**config.mk**
```make
export PLATFORM = sky130hd
export DESIGN_NAME = uart_tx_bridge
export DESIGN_NICKNAME = d
export VERILOG_FILES = /design/src/rtl/uart_tx_bridge.sv
export SDC_FILE = /design/constraint.sdc
export NUM_CORES = 1
export LEC_CHECK = 0
export BUFFER_PORTS_ARGS = -buffer_cell sky130_fd_sc_hd__buf_2
export CORE_ASPECT_RATIO = 1.1
export CORE_UTILIZATION = 50
export DETAILED_ROUTE_END_ITERATION = 7
export PLACE_DENSITY = 0.7
export SLEW_MARGIN = 30
export SYNTH_ARGS = -nofsm -noshare
export SYNTH_HDL_FRONTEND = slang
export SYNTH_SLANG_ARGS = --single-unit
```
**constraint.sdc**
```tcl
create_clock -name clock -period 2.35 [get_ports clock]
set_input_delay 0 -clock clock [delete_from_list [all_inputs] [get_ports clock]]
set_output_delay 0 -clock clock [all_outputs]
set_load 0.1 [all_outputs]
```
**src/rtl/uart_tx_bridge.sv**
```systemverilog
// Byte FIFO feeding a UART 8N1 transmitter; bytes written on wr_en, sent LSB first on tx.
// Optional even-parity cell between data and stop when UART_TX_PARITY_EN is defined.
module uart_tx_bridge #(
   parameter int CLKS_PER_BIT = 16,
   parameter int FIFO_AW      = 3
) (
   input  logic               clock,
   input  logic               reset,
   input  logic [7:0]         wr_data,
   input  logic               wr_en,
   output logic               ready,
   output logic               tx,
   output logic               busy,
   output logic               overflow,
   output logic [FIFO_AW:0]   fifo_count
);

   localparam int DEPTH = 1 << FIFO_AW;
   localparam int CW    = (CLKS_PER_BIT > 1) ? $clog2(CLKS_PER_BIT) : 1;
   localparam logic [CW-1:0]    BAUD_LAST = CW'(CLKS_PER_BIT - 1);
   localparam logic [FIFO_AW:0] FULL      = (FIFO_AW + 1)'(DEPTH);

`ifdef UART_TX_PARITY_EN
   typedef enum logic [2:0] {S_IDLE, S_START, S_DATA, S_PARITY, S_STOP} state_t;
`else
   typedef enum logic [1:0] {S_IDLE, S_START, S_DATA, S_STOP} state_t;
`endif

   state_t               state_q, state_d;
   logic [CW-1:0]        cnt_q, cnt_d;
   logic [2:0]           idx_q, idx_d;
   logic [7:0]           shift_q, shift_d;
   logic                 tx_q, tx_d;
   logic                 ovf_q;
   logic [FIFO_AW-1:0]   wr_ptr_q, rd_ptr_q;
   logic [FIFO_AW:0]     count_q, count_d;
   logic [7:0]           mem [DEPTH];
   logic [7:0]           head;
   logic                 push, pop, baud_last;
`ifdef UART_TX_PARITY_EN
   logic                 parity_q, parity_d;
`endif

   assign ready      = (count_q != FULL);
   assign busy       = (state_q != S_IDLE);
   assign overflow   = ovf_q;
   assign fifo_count = count_q;
   assign tx         = tx_q;
   assign head       = mem[rd_ptr_q];
   assign push       = wr_en & ready;
   assign baud_last  = (cnt_q == BAUD_LAST);

   always_comb begin
      state_d = state_q;
      cnt_d   = baud_last ? '0 : cnt_q + 1'b1;
      idx_d   = idx_q;
      shift_d = shift_q;
      tx_d    = 1'b1;
      pop     = 1'b0;
`ifdef UART_TX_PARITY_EN
      parity_d = parity_q;
`endif
      unique case (state_q)
         S_IDLE: begin
            cnt_d = '0;
            pop   = (count_q != '0);
         end
         S_START: begin
            tx_d = 1'b0;
            if (baud_last) begin
               state_d = S_DATA;
               idx_d   = '0;
            end
         end
         S_DATA: begin
            tx_d = shift_q[0];
            if (baud_last) begin
               shift_d = shift_q >> 1;
               idx_d   = idx_q + 3'd1;
`ifdef UART_TX_PARITY_EN
               if (idx_q == 3'd7) state_d = S_PARITY;
`else
               if (idx_q == 3'd7) state_d = S_STOP;
`endif
            end
         end
`ifdef UART_TX_PARITY_EN
         S_PARITY: begin
            tx_d = parity_q;
            if (baud_last) state_d = S_STOP;
         end
`endif
         S_STOP: begin
            if (baud_last) begin
               state_d = S_IDLE;
               pop     = (count_q != '0);
            end
         end
         default: state_d = S_IDLE;
      endcase
      // Popping from STOP chains straight into the next START with no idle cell.
      if (pop) begin
         state_d = S_START;
         cnt_d   = '0;
         shift_d = head;
`ifdef UART_TX_PARITY_EN
         parity_d = ^head;
`endif
      end
   end

   always_comb begin
      count_d = count_q;
      case ({push, pop})
         2'b10:   count_d = count_q + 1'b1;
         2'b01:   count_d = count_q - 1'b1;
         default: count_d = count_q;
      endcase
   end

   always_ff @(posedge clock) begin
      if (push) mem[wr_ptr_q] <= wr_data;
   end

   always_ff @(posedge clock or posedge reset) begin
      if (reset) begin
         state_q  <= S_IDLE;
         cnt_q    <= '0;
         idx_q    <= '0;
         shift_q  <= '0;
         tx_q     <= 1'b1;
         ovf_q    <= 1'b0;
         wr_ptr_q <= '0;
         rd_ptr_q <= '0;
         count_q  <= '0;
`ifdef UART_TX_PARITY_EN
         parity_q <= 1'b0;
`endif
      end else begin
         state_q  <= state_d;
         cnt_q    <= cnt_d;
         idx_q    <= idx_d;
         shift_q  <= shift_d;
         tx_q     <= tx_d;
         count_q  <= count_d;
         if (wr_en && !ready) ovf_q <= 1'b1;
         if (push) wr_ptr_q <= wr_ptr_q + 1'b1;
         if (pop)  rd_ptr_q <= rd_ptr_q + 1'b1;
`ifdef UART_TX_PARITY_EN
         parity_q <= parity_d;
`endif
      end
   end

endmodule

```
Yosys cells after proc, flatten, opt, wreduce, memory -nomap -nowiden
Memory sizes are Yosys's and may differ from the RTL's.
Index checks and enable logic that the tools add are counted.
{"block": "totals", "ff_bits": 29, "elab_cells": 65, "out_inout_bits": 8, "n_memories": 1, "mem_bits_rw": 64}
{"block": "classes", "muxes": 21, "n_eq_ne": 14, "bitwise": 1, "n_reduce_logical": 13, "addsub": 6}
{"memory": "mem", "words": 8, "width": 8, "read_ports": 1, "rd_clocked_by_memory_dff": 0, "wr": 1, "line_no": "37", "source": "logic [7:0] mem [DEPTH];"}
{"cell": "8-bit 2-to-1 mux", "n": 3}
{"cell": "4-bit 2-to-1 mux", "n": 3}
{"cell": "3-bit != test, second input constant", "n": 4}
{"cell": "2-bit 2-to-1 mux", "n": 5}
{"cell": "2-bit nonzero test", "n": 5}
{"cell": "3-bit by 1-bit adder with 3-bit output, second input constant", "n": 3}
{"cell": "4-bit by 1-bit adder with 4-bit output, second input constant", "n": 2}
{"cell": "4-bit case mux with 2 select lines", "n": 1}
{"cell": "4-bit nonzero test", "n": 2}
{"cell": "2-bit == test, second input constant", "n": 3}
{"cell": "3-bit 2-to-1 mux", "n": 2}
{"cell": "2-bit case mux with 3 select lines", "n": 1}
{"cell": "3-bit case mux with 2 select lines", "n": 1}
{"cell": "5-bit AND reduction", "n": 1}
{"cell": "2-bit by 1-bit == test with 1-bit output, second input constant", "n": 2}
{"cell": "4-bit == test, second input constant", "n": 1}
{"cell": "2-bit != test, second input constant", "n": 2}
{"cell": "4-bit != test, second input constant", "n": 1}
{"cell": "1-bit case mux with 2 select lines", "n": 2}
{"cell": "4-bit by 1-bit subtractor with 4-bit output, second input constant", "n": 1}
{"cell": "3-bit == test, second input constant", "n": 1}
{"cell": "1-bit 2-to-1 mux", "n": 3}
{"cell": "3-bit AND reduction", "n": 1}
{"cell": "2-bit logical NOT", "n": 1}
{"cell": "other kinds (4)", "n": 4}

Logic depth before layout (Yosys ltp)
Gate-level depths: netlist (run 1).
{"block": "logic_depth", "depth_word": 5, "depth_mapped": 12}

Least setup slack after synthesis (run 1)
OpenSTA, ideal clock, no wires.
{"block": "synth_timing", "path_kind": "register to register", "from": "reg count_q[1], in the netlist fifo_count[1]", "to": "reg count_q[2], in the netlist fifo_count[2]", "n_path_buf": 1, "stages_incl_launch_ff": 12, "period_less_slack_ps": 3155, "setup_slack_ps": -805, "setup_ps": 165, "required_ps": 2185, "arrival_ps": 2990, "cell_sequence": "dfrtp_1 > buf_6 > or4b_4 > and2_4 > clkinv_2 > ha_1 > xor2_1 > ha_1 > a21oi_1 > xor2_1 > nor2_1 > xor2_1"}
{"item": "from (decl)", "line_no": "36", "source": "logic [FIFO_AW:0] count_q, count_d;"}
{"item": "from (signal assigned)", "line_no": "145", "source": "count_q <= count_d;"}
{"item": "4-bit != test *", "line_no": "44", "source": "assign ready = (count_q != FULL);"}
{"item": "net ready", "line_no": "11", "source": "output logic ready,"}
{"item": "1-bit AND *", "line_no": "50", "source": "assign push = wr_en & ready;"}
{"item": "2-bit by 1-bit == test with 1-bit output / 2-bit == test (equally long branches)", "line_no": "114", "source": "case ({push, pop})"}
{"item": "4-bit case mux with 2 select lines / 2-bit nonzero test (equally long branches)"}
Mark *: on every way through the listed nets, which the timed path passes. The rest lies on a longest branch.
A chain may end at the register's enable or synchronous reset.

Worst setup path after layout (run 1)
{"block": "layout_timing", "from": "reg count_q[1], in the netlist fifo_count[1]", "to": "reg count_q[2], in the netlist fifo_count[2]"}
{"block": "layout_via", "elab_chain_len": 5}
{"item": "4-bit nonzero test", "line_no": "66, 96"}
{"item": "1-bit 2-to-1 mux", "line_no": "94", "source": "if (baud_last) begin"}
{"item": "1-bit case mux with 2 select lines", "line_no": "63", "source": "unique case (state_q)"}
{"item": "2-bit by 1-bit == test with 1-bit output / 2-bit == test (equally long branches)", "line_no": "114"}
{"item": "4-bit case mux with 2 select lines / 2-bit nonzero test (equally long branches)"}
Several ways; a longest one is shown, not always the timed one.

==> qor.yml, run 1 <==
drt:
  drc_errors: 0
  wire_per_inst_um: 17.3
  routed_wl_um: 6750
  drt_first_pass_iters: 4
  initialDrtViolationCount: 106
  ant_nets: 0
  via_per_inst: 5.47
  num_vias: 2137
cts:
  clk_path_buf_depth: 2
  cts_inserted_buffers: 9
  clk_pin_slew_worst_paths_ns: 0.10
  cts_tree: "yes"
  root_buffer: "clkbuf_8"
  clock-sinks: 93
  cts_max_level: 3
  clkLatencyLatePin_ns: 0.35
floorplanning:
  ios: 19
  coreArea_um2: 7560
  die_height_um: 95.4
  num_rows: 33
  dieWidth_um: 86.9
  fp.dieArea_um2: 8300
  initial_utilization: 0.525
power:
  combPwrFrac: 0.383
  power_frac_clock: 0.176
  max-vdd-ir-drop_v: 0.000569
  intPower_mw: 3.41
  p_per_area_nw_per_um2: 1230
  totalPowerFinal_mw: 5.57
  p_leak_nw: 1.69
  p_sw_frac: 0.389
  p_switching_mw: 2.17
  p_seq_frac: 0.442
timing:
  final.min_clock_period_ns: 2.29
  slew_headroom: 0.373
  hold_viol_final: 0
  rsz0062_at_grt: "true"
  tightest_slew_ns: 0.937
  fin_worst_skew_ns: 0.00651
  maxSlewViolCount: 0
  setup_tns_ns: 0
  fmaxAchievable_mhz: 436
  fin_ws_ns: 0.0587
  setup_violations: 0
  timing.final.crit_share: 0.975
synth:
  syn-instance-count: 243
  yosys.area.top_type: "edfxtp_1"
  synth.distinct_cells: 39
  yosysSeqAreaShare: 0.668
  synth_edf_count: 64
  synth_nets: 267
  yosys-top-cells-area: "edfxtp_1, dfrtp_1, mux4_2"
  yosys_warnings: 0
  yosysTopAreaCellShare: 0.484
  synth_area_um2: 3970
  synthArstFlopShare: 0.312
  ys_ff_latch: 93
  synthFlopType: "edfxtp_1"
  syn-mean-instance-area_um2: 16.3
critical_path:
  cp_data_arrival_time_ns: 2.56
  critPathRequiredTime_ns: 2.62
  worstPathMaxFanout: 6
  ff2ff_path_depth: 10
  reg2reg_from: "fifo_count[1]"
  end_kind: "flip-flop"
  cp-start-kind: "flip-flop"
  reg2reg_slack_ns: 0.06
  timing_worst_setup_path_type: "reg -> reg"
  worstReg2RegEnd: "fifo_count[2]"
placement:
  gp_congestion: 0.729
  post-place-ws_ns: 0.0342
  numPortBuffers: 18
  dp.cells: 362
  hpwl_um: 4330
final_layout:
  antennaDiodeCount: 0
  synthToLayoutAreaGrowth_pct: 13.9
  layoutNonFillerInstCount: 391
  final_common_cell: "edfxtp_1"
  final_core_util: 0.598
  layout_common_cells: "edfxtp_1, dfrtp_1, buf_2"
  finalNetCount: 305
  drive_above_1_share: 0.259
global_route:
  grt_pass1_vias: 2147
  grt_pass1_wl_um: 11100
  track_usage: 0.187
  antenna_found_initial: 0
  grt_max_degree: 30
  grt_overflow: 0
min_path:
  min_path_type: "in -> async"
run_status:
  status: "completed"
run:
  cap_violations: 0
-- power by group through the flow --
stage / registers, mW / logic, mW / clock network, mW
after floorplan: 2.72 / 1.43 / 0
after global placement: 2.49 / 2.04 / 0
after detailed placement: 2.50 / 2.08 / 0
after CTS: 2.47 / 2.10 / 0.995
after global routing: 2.52 / 2.33 / 1.06
final: 2.46 / 2.13 / 0.979
-- sequential cells by signal, summed over array words and instances, names as in the netlist --
signal	cells
shift_q	8
rd_ptr_q	3
idx_q	3
state_q	2
fifo_count	4
wr_ptr_q	3
tx	1
mem	64
overflow	1
cnt_q	4
-- layer usage --
layer  wire (um)  global-route usage  vias to the layer above  part of all wire
met5           0                   0                        -                 0
met2        3450               0.320                       36              0.51
met4         113              0.0722                        0             0.017
li1            -                   -                     1011                 -
met1        2990               0.240                     1078              0.44
met3         191              0.0303                       12             0.028
-- how the worst max path moves through the flow --
stage | cells after the start | start | to | slack, ns
2_1_floorplan | 11 | fifo_count[1] | fifo_count[2] | -0.36
3_3_place_gp | 10 | fifo_count[1] | fifo_count[2] | 0.13
3_5_place_dp | 10 | fifo_count[1] | fifo_count[2] | 0.03
4_1_cts | 10 | fifo_count[1] | fifo_count[2] | 0.02
5_1_grt | 10 | fifo_count[1] | fifo_count[2] | -0.06
6_report | 10 | fifo_count[1] | fifo_count[2] | 0.06
-- through the flow --
step / instance area [um^2] / hold slack [ns]
after floorplan: 4010 / 0.0772
after global placement: 4200 / 0.0896
after detailed placement: 4200 / 0.0934
after CTS: 4480 / 0.253
after global routing: 4520 / 0.311
final: 4520 / 0.287
-- synthesized netlist by cell type, types with 2 or more instances --
library cell	count
mux2i_1	8
ha_1	13
buf_2	4
edfxtp_1	64
nand2b_1	3
o21ai_0	6
mux4_2	10
dfrtp_1	28
inv_1	7
xnor2_1	5
nor2_1	10
xor2_1	4
nor3b_1	2
clkbuf_1	2
nor3_1	3
mux2_2	3
a211oi_1	7
a32o_1	2
buf_6	4
nand2_1	14
mux4_1	6
a21oi_1	13
o21bai_1	2
and3_1	8
-- what timing repair did --
| item | 4_1_cts | 5_1_grt |
|---|---|---|
| hold endpoints to repair | 93 | 0 |
| buffers inserted | 0 | 3 |
| hold buffers | 10 | 0 |
| gates resized for setup | 0 | 3 |
| setup endpoints to repair | 0 | 2 |
-- kinds of logic (layout without fill, tap and decap cells) --
group / Yosys count / in the layout / synth area share
and+or+nand+nor: 47 / 47 / 0.0634
xor gates and xnor gates: 9 / 9 / 0.0199
AOI/OAI and AO/OA: 35 / 35 / 0.0555
DFF: 93 / 93 / 0.668
buffers and inverters: 19 / 62 / 0.0274
adders and majority gates: 13 / 13 / 0.0410
muxes: 27 / 27 / 0.125
-- worst max-delay path, stage by stage, from the launching register on --
cell	delay, ns
dfrtp_4	0.52
or4b_4	0.50
and2_4	0.20
clkinv_4	0.06
ha_4	0.13
xor2_2	0.15
ha_2	0.19
a21oi_2	0.04
xor2_1	0.15
nor2_1	0.11
xor2_1	0.15
-- final cells by class --
cell class | instances | area [um^2]
Multi-Input combinational cell | 131 | 1250
Clock buffer | 9 | 124
Fill cell | 579 | 3040
Timing Repair Buffer | 38 | 263
Inverter | 8 | 35.0
Tap cell | 105 | 131
Clock inverter | 7 | 56.3
Sequential cell | 93 | 2660
Note: power is estimated with default switching activity, not from simulation.
==> run 2: changes to the inputs <==
CTS_BUF_LIST = sky130_fd_sc_hd__clkbuf_16   (was not set)
==> run 2 against run 1 <==
Effect of this change: non-clock buffer count did not move; fmax barely moved; largest power group unchanged; register-to-register slack hardly changed; clock-buffer cell count unchanged; cell area up 2.2%.
==> qor.yml, run 2 (synthesis gave the netlist of run 1 again) <==
floorplanning:
  dieWidth_um: 86.9  # unchanged
  initial_utilization: 0.525  # unchanged
  coreArea_um2: 7560  # unchanged
  num_rows: 33  # unchanged
  ios: 19  # unchanged
  die_height_um: 95.4  # unchanged
  fp.dieArea_um2: 8300  # unchanged
cts:
  clk_path_buf_depth: 2  # unchanged
  cts_max_level: 3  # unchanged
  clock-sinks: 93  # unchanged
  root_buffer: "clkbuf_16"
  cts_tree: "yes"
  cts_inserted_buffers: 9  # unchanged
  clkLatencyLatePin_ns: 0.33  # -0.02 ns
  clk_pin_slew_worst_paths_ns: 0.07  # -0.03 ns
power:
  p_seq_frac: 0.414  # -0.028
  totalPowerFinal_mw: 5.96  # +7.0%
  combPwrFrac: 0.359  # -0.024
  max-vdd-ir-drop_v: 0.000582  # +2.3%
  p_sw_frac: 0.372  # -0.0164
  intPower_mw: 3.74  # +9.8%
  p_switching_mw: 2.22  # +2.5%
  p_per_area_nw_per_um2: 1290  # +4.6%
  power_frac_clock: 0.227  # +0.051
  p_leak_nw: 1.74  # +2.7%
drt:
  wire_per_inst_um: 17.7  # +2.4%
  initialDrtViolationCount: 90  # -15%
  drc_errors: 0  # unchanged
  num_vias: 2126  # -0.51%
  drt_first_pass_iters: 6  # +2
  routed_wl_um: 6910  # +2.4%
  via_per_inst: 5.44  # -0.51%
  ant_nets: 0  # unchanged
final_layout:
  multi_input_area_um2: 1250  # unchanged
  reg_top3: "mem: 64 flops, shift_q: 8 flops"
  fillers: 571  # -1.4%
  seqCellArea_um2: 2660  # unchanged
  antennaDiodeCount: 0  # unchanged
  largest_reg_flops: 64  # unchanged
  final_common_cell: "edfxtp_1"
  final_core_util: 0.611  # +0.0134
  regMostFlops: "mem"
  finalNetCount: 305  # unchanged
  layout_common_cells: "edfxtp_1, dfrtp_1, buf_2"
  drive_above_1_share: 0.259  # unchanged
  synthToLayoutAreaGrowth_pct: 16.4
run:
  cap_violations: 0  # unchanged
placement:
  gp_congestion: 0.729  # unchanged
  hpwl_um: 4330  # unchanged
  numPortBuffers: 18  # unchanged
timing:
  setup_violations: 0  # unchanged
  tightest_slew_ns: 0.941  # +0.00355 ns
  fmaxAchievable_mhz: 437  # about the same
  slew_headroom: 0.370  # -0.00238
  maxSlewViolCount: 0  # unchanged
  rsz0062_at_grt: "true"
  hold_viol_final: 0  # unchanged
  final.min_clock_period_ns: 2.29  # -0.00127 ns
  timing.final.crit_share: 0.975  # about the same
  fin_worst_skew_ns: 0.00532  # -0.00120 ns
global_route:
  grt_overflow: 0  # unchanged
  grt_pass1_wl_um: 11300  # +1.6%
  antenna_found_initial: 0  # unchanged
  grt_max_degree: 30  # unchanged
  grt_pass1_vias: 2139  # -0.37%
  track_usage: 0.193  # +0.00628
critical_path:
  cp_data_arrival_time_ns: 2.54  # -0.02 ns
  critPathRequiredTime_ns: 2.60  # -0.02 ns
  end_kind: "flip-flop"
  reg2reg_slack_ns: 0.06  # about the same
  worstPathMaxFanout: 6  # unchanged
  cp-start-kind: "flip-flop"
  timing_worst_setup_path_type: "reg -> reg"
min_path:
  min_path_type: "in -> async"
run_status:
  status: "completed"
-- run 2: cell counts in the layout (fill, tap and decap cells not counted) --
Identical to the previous run, type by type.
-- run 2: final cells by class --
class | instances | area share
Clock buffer | 9 | 0.0488
Sequential cell | 93 | 0.575
Inverter | 8 | 0.00758
Clock inverter | 7 | 0.0122
Timing Repair Buffer | 38 | 0.0569
Tap cell | 105 | 0.0284
Multi-Input combinational cell | 131 | 0.271
-- run 2: power by group through the flow --
stage          Combinational (mW)  Clock (mW)  Sequential (mW)
2_1_floorplan                1.43           0             2.72
3_3_place_gp                 2.04           0             2.49
3_5_place_dp                 2.08           0             2.50
4_1_cts                      2.11        1.38             2.47
5_1_grt                      2.33        1.45             2.52
6_report                     2.14        1.36             2.47
-- run 2: timing repair --
action,CTS,global route
gates resized for setup,0,3
endpoints found under the setup margin,0,1
hold buffers,10,0
buffers inserted,0,3
endpoints found under the hold margin,93,0
-- run 2: worst paths after layout --
kind	start	endpoint	depth (start not counted)
worst max-delay path	fifo_count[1]	fifo_count[2]	10
worst min-delay path	reset	fifo_count[3]	4
worst max register to register	fifo_count[1]	fifo_count[2]	10
worst min register to register	overflow	overflow	1
max in group asynchronous	reset	tx	4
min in group clock	wr_data[4]	mem[7][4]	2
-- run 2: per-stage QoR --
step | TNS, ns | hold WS, ns | std cells | setup slack [ns] | cell area [um^2]
floorplan | -0.874 | 0.0772 | 243 | -0.363 | 4010
global placement | 0 | 0.0896 | 362 | 0.125 | 4200
detailed placement | 0 | 0.0934 | 362 | 0.0342 | 4200
CTS | 0 | 0.279 | 388 | 0.0271 | 4580
global route | -0.0531 | 0.339 | 391 | -0.0531 | 4620
finish | 0 | 0.308 | 391 | 0.0599 | 4620
-- run 2: layer usage --
layer | share of wire | track usage | routed length [um] | up-vias
li1 | - | - | - | 1011
met1 | 0.44 | 0.244 | 3070 | 1071
met2 | 0.52 | 0.331 | 3570 | 37
met3 | 0.028 | 0.0338 | 193 | 7
met4 | 0.0094 | 0.0764 | 65 | 0
met5 | 0 | 0 | 0 | -
-- run 2: critical path, cell delays in order (launching register included) --
cell      delay, ns
dfrtp_4        0.51
or4b_4         0.50
and2_4         0.20
clkinv_4       0.06
ha_4           0.13
xor2_2         0.15
ha_2           0.20
a21oi_2        0.04
xor2_1         0.15
nor2_1         0.11
xor2_1         0.15
==> run 3: changes to the inputs <==
ABC_AREA = 1   (was not set)
==> run 3 against run 2 <==
Effect of this change: combinational power up 7%; first-iteration DRC count up 47%; global-route usage up 0.74 points; fmax up 6.6%; sequential share of layout area down 3.0 points; sequential power down 3%; setup slack better by 0.14 ns; final cell count up 44%; synthesized area up 5.7%; via count up 33%; worst hold slack worse by 0.032 ns; clock-buffer cell count unchanged; critical endpoint is now mem[7][6]; largest cell class unchanged.
==> qor.yml, run 3 <==
run_status:
  status: "completed"
cts:
  cts_setup_buffers: 0  # unchanged
  clk_pin_slew_worst_paths_ns: 0.06  # about the same
  clkLatencyLatePin_ns: 0.33  # about the same
  cts_inserted_buffers: 9  # unchanged
  clock-sinks: 93  # unchanged
  postCtsResizedCells: 0  # unchanged
  cts-hold-fix-buffers: 10  # unchanged
  root_buffer: "clkbuf_16"
  cts_max_level: 3  # unchanged
  cts_tree: "yes"
  clk_path_buf_depth: 2  # unchanged
drt:
  routed_wl_um: 7940  # +15%
  ant_nets: 0  # unchanged
  met3_length_um: 320  # +66%
  maxUsedRoutingLayer: "met4"
  wl_met1_um: 3400  # +11%
  wire_per_inst_um: 14.1  # -20%
  met2_length_um: 4070  # +14%
  drc_errors: 0  # unchanged
  initialDrtViolationCount: 132  # +47%
  drt_first_pass_iters: 4  # -2
  num_vias: 2819  # +33%
  via_per_inst: 5.01  # -7.9%
synth:
  ys_ff_latch: 93  # unchanged
  post-synth-top-count-cell: "nand2_1"
  yosys-top-cells-area: "edfxtp_1, dfrtp_1, nand2_1"
  synth_area_um2: 4200  # +5.7%
  synth.top_cells.by_count: "nand2_1, edfxtp_1, inv_1"
  synthArstFlopShare: 0.312  # unchanged
  yosys_warnings: 0  # unchanged
  synth_edf_count: 64  # unchanged
  synthFlopType: "edfxtp_1"
  syn-instance-count: 416  # +71%
  syn-mean-instance-area_um2: 10.1  # -38%
  synth_nets: 440  # +65%
  synth.distinct_cells: 28  # -28%
  yosysTopAreaCellShare: 0.458  # -0.0263
  yosys.area.top_type: "edfxtp_1"
  yosysSeqAreaShare: 0.631  # -0.0362
timing:
  hold_viol_final: 0  # unchanged
  setup_violations: 0  # unchanged
  setup_tns_ns: 0  # unchanged
  rsz0062_at_grt: "false"
  timing.final.crit_share: 0.914  # -0.0607
  tightest_slew_ns: 0.919  # -0.0221 ns
  final.min_clock_period_ns: 2.15  # -0.143 ns
  slew_headroom: 0.385  # +0.0148
  holdWs_ns: 0.276  # -0.0320 ns
  fin_worst_skew_ns: 0.00615  # +0.000830 ns
  maxSlewViolCount: 0  # unchanged
  fmaxAchievable_mhz: 466  # +6.6%
global_route:
  antenna_found_initial: 0  # unchanged
  grt_pass1_vias: 2749  # +29%
  track_usage: 0.200  # +0.00737
  grt_max_degree: 34  # +13%
  grt_overflow: 0  # unchanged
  grt_pass1_wl_um: 12800  # +13%
critical_path:
  reg2reg_slack_ns: 0.20  # +0.14 ns
  timing_worst_setup_path_type: "reg -> reg"
  reg2reg_from: "fifo_count[2]"
  cpMaxStageDelayCell: "nor2_1"
  critPathRequiredTime_ns: 2.31  # -0.29 ns
  cp_cell_sequence: "inv_1, nand3_4, nand2_1, inv_1, nand2_1, nor2_1"
  worstPathMaxFanout: 8  # +2
  cp_data_arrival_time_ns: 2.11  # -0.43 ns
  cp-start-kind: "flip-flop"
  startpoint: "fifo_count[2]"
  end_kind: "flip-flop"
  critPathMaxStageDelay_ns: 0.72  # +0.21 ns
final_layout:
  regMostFlops: "mem"
  synthToLayoutAreaGrowth_pct: 16.4  # about the same
  drive_above_1_share: 0.154  # -0.105
  layout_common_cells: "nand2_1, edfxtp_1, inv_1"
  reg_top3: "mem: 64 flops, shift_q: 8 flops"
  antennaDiodeCount: 0  # unchanged
  finalNetCount: 474  # +55%
  layoutNonFillerInstCount: 563  # +44%
  final_common_cell: "nand2_1"
  largest_reg_flops: 64  # unchanged
floorplanning:
  fp.dieArea_um2: 8760  # +5.6%
  die_height_um: 98.1  # +2.8%
  initial_utilization: 0.522  # -0.00330
  coreArea_um2: 8040  # +6.4%
  dieWidth_um: 89.3  # +2.8%
  ios: 19  # unchanged
  num_rows: 34  # +3.0%
power:
  p_per_area_nw_per_um2: 1250  # -3.3%
  totalPowerFinal_mw: 6.10  # +2.2%
  max-vdd-ir-drop_v: 0.000629  # +8.0%
  p_leak_nw: 2.14  # +23%
placement:
  dp.cells: 537  # +48%
  hpwl_um: 5160  # +19%
  numPortBuffers: 18  # unchanged
  gp_congestion: 0.804  # +10%
min_path:
  min_path_type: "in -> async"
run:
  cap_violations: 0  # unchanged
[run 3: changes by cell type after synthesis, moves of 7 or more]
cell | previous run | this run
inv_1 | 7 | 59
a211oi_1 | 7 | 0
mux4_2 | 10 | 0
nand3_1 | 0 | 53
and3_1 | 8 | 0
nor2_1 | 10 | 42
mux2i_1 | 8 | 0
o21ai_0 | 6 | 19
nand2_1 | 14 | 92
[run 3: stage by stage]
step,util,instance area (um^2),setup slack [ns]
floorplan,-,4270,-0.131
global placement,0.557,4480,0.297
detailed placement,0.557,4480,0.220
CTS,0.607,4880,0.209
global route,0.607,4880,0.0568
finish,0.607,4880,0.202
[run 3: kinds of logic (layout without fill, tap and decap cells)]
| logic type | after synthesis | after routing | share of synthesized area |
|---|---|---|---|
| AOI/OAI and AO/OA | 32 | 32 | 0.0447 |
| xor gates and xnor gates | 5 | 5 | 0.0104 |
| adders and majority gates | 13 | 13 | 0.0388 |
| buffers and inverters | 75 | 114 | 0.0719 |
| DFF | 93 | 93 | 0.631 |
| and+or+nand+nor | 198 | 198 | 0.203 |
[run 3: final timing paths]
check,end,cells past startpoint
setup / recovery,mem[7][6],6
hold / removal,fifo_count[2],4
setup reg to reg,mem[7][6],6
hold reg to reg,tx,2
max in group asynchronous,tx,4
min in group clock,mem[0][6],2
[run 3: critical path: cells and delay by family (launching register included)]
kind                   cells  cell delay, ns
DFF                        1            0.43
and+or+nand+nor            4            1.09
buffers and inverters      2            0.24
[run 3: metal layers]
metal / GRT usage / vias up
met2: 0.325 / 66
met1: 0.254 / 1316
li1: - / 1426
met3: 0.0330 / 11
met5: 0 / -
met4: 0.107 / 0
[run 3: report_power, final]
group | leakage, nW | switching [mW] | total, mW | internal (mW)
sequential | 0.931 | 0.222 | 2.39 | 2.17
clock | 0.153 | 0.592 | 1.42 | 0.831
combinational | 1.06 | 1.63 | 2.28 | 0.645
[run 3: layout make-up]
type / count / area [um^2]
multi-input combinational: 248 / 1310
fill: 633 / 3160
clock buffer: 9 / 225
inverter: 64 / 244
tap: 108 / 135
clock inverter: 7 / 76.3
timing repair buffer: 34 / 235
sequential: 93 / 2660
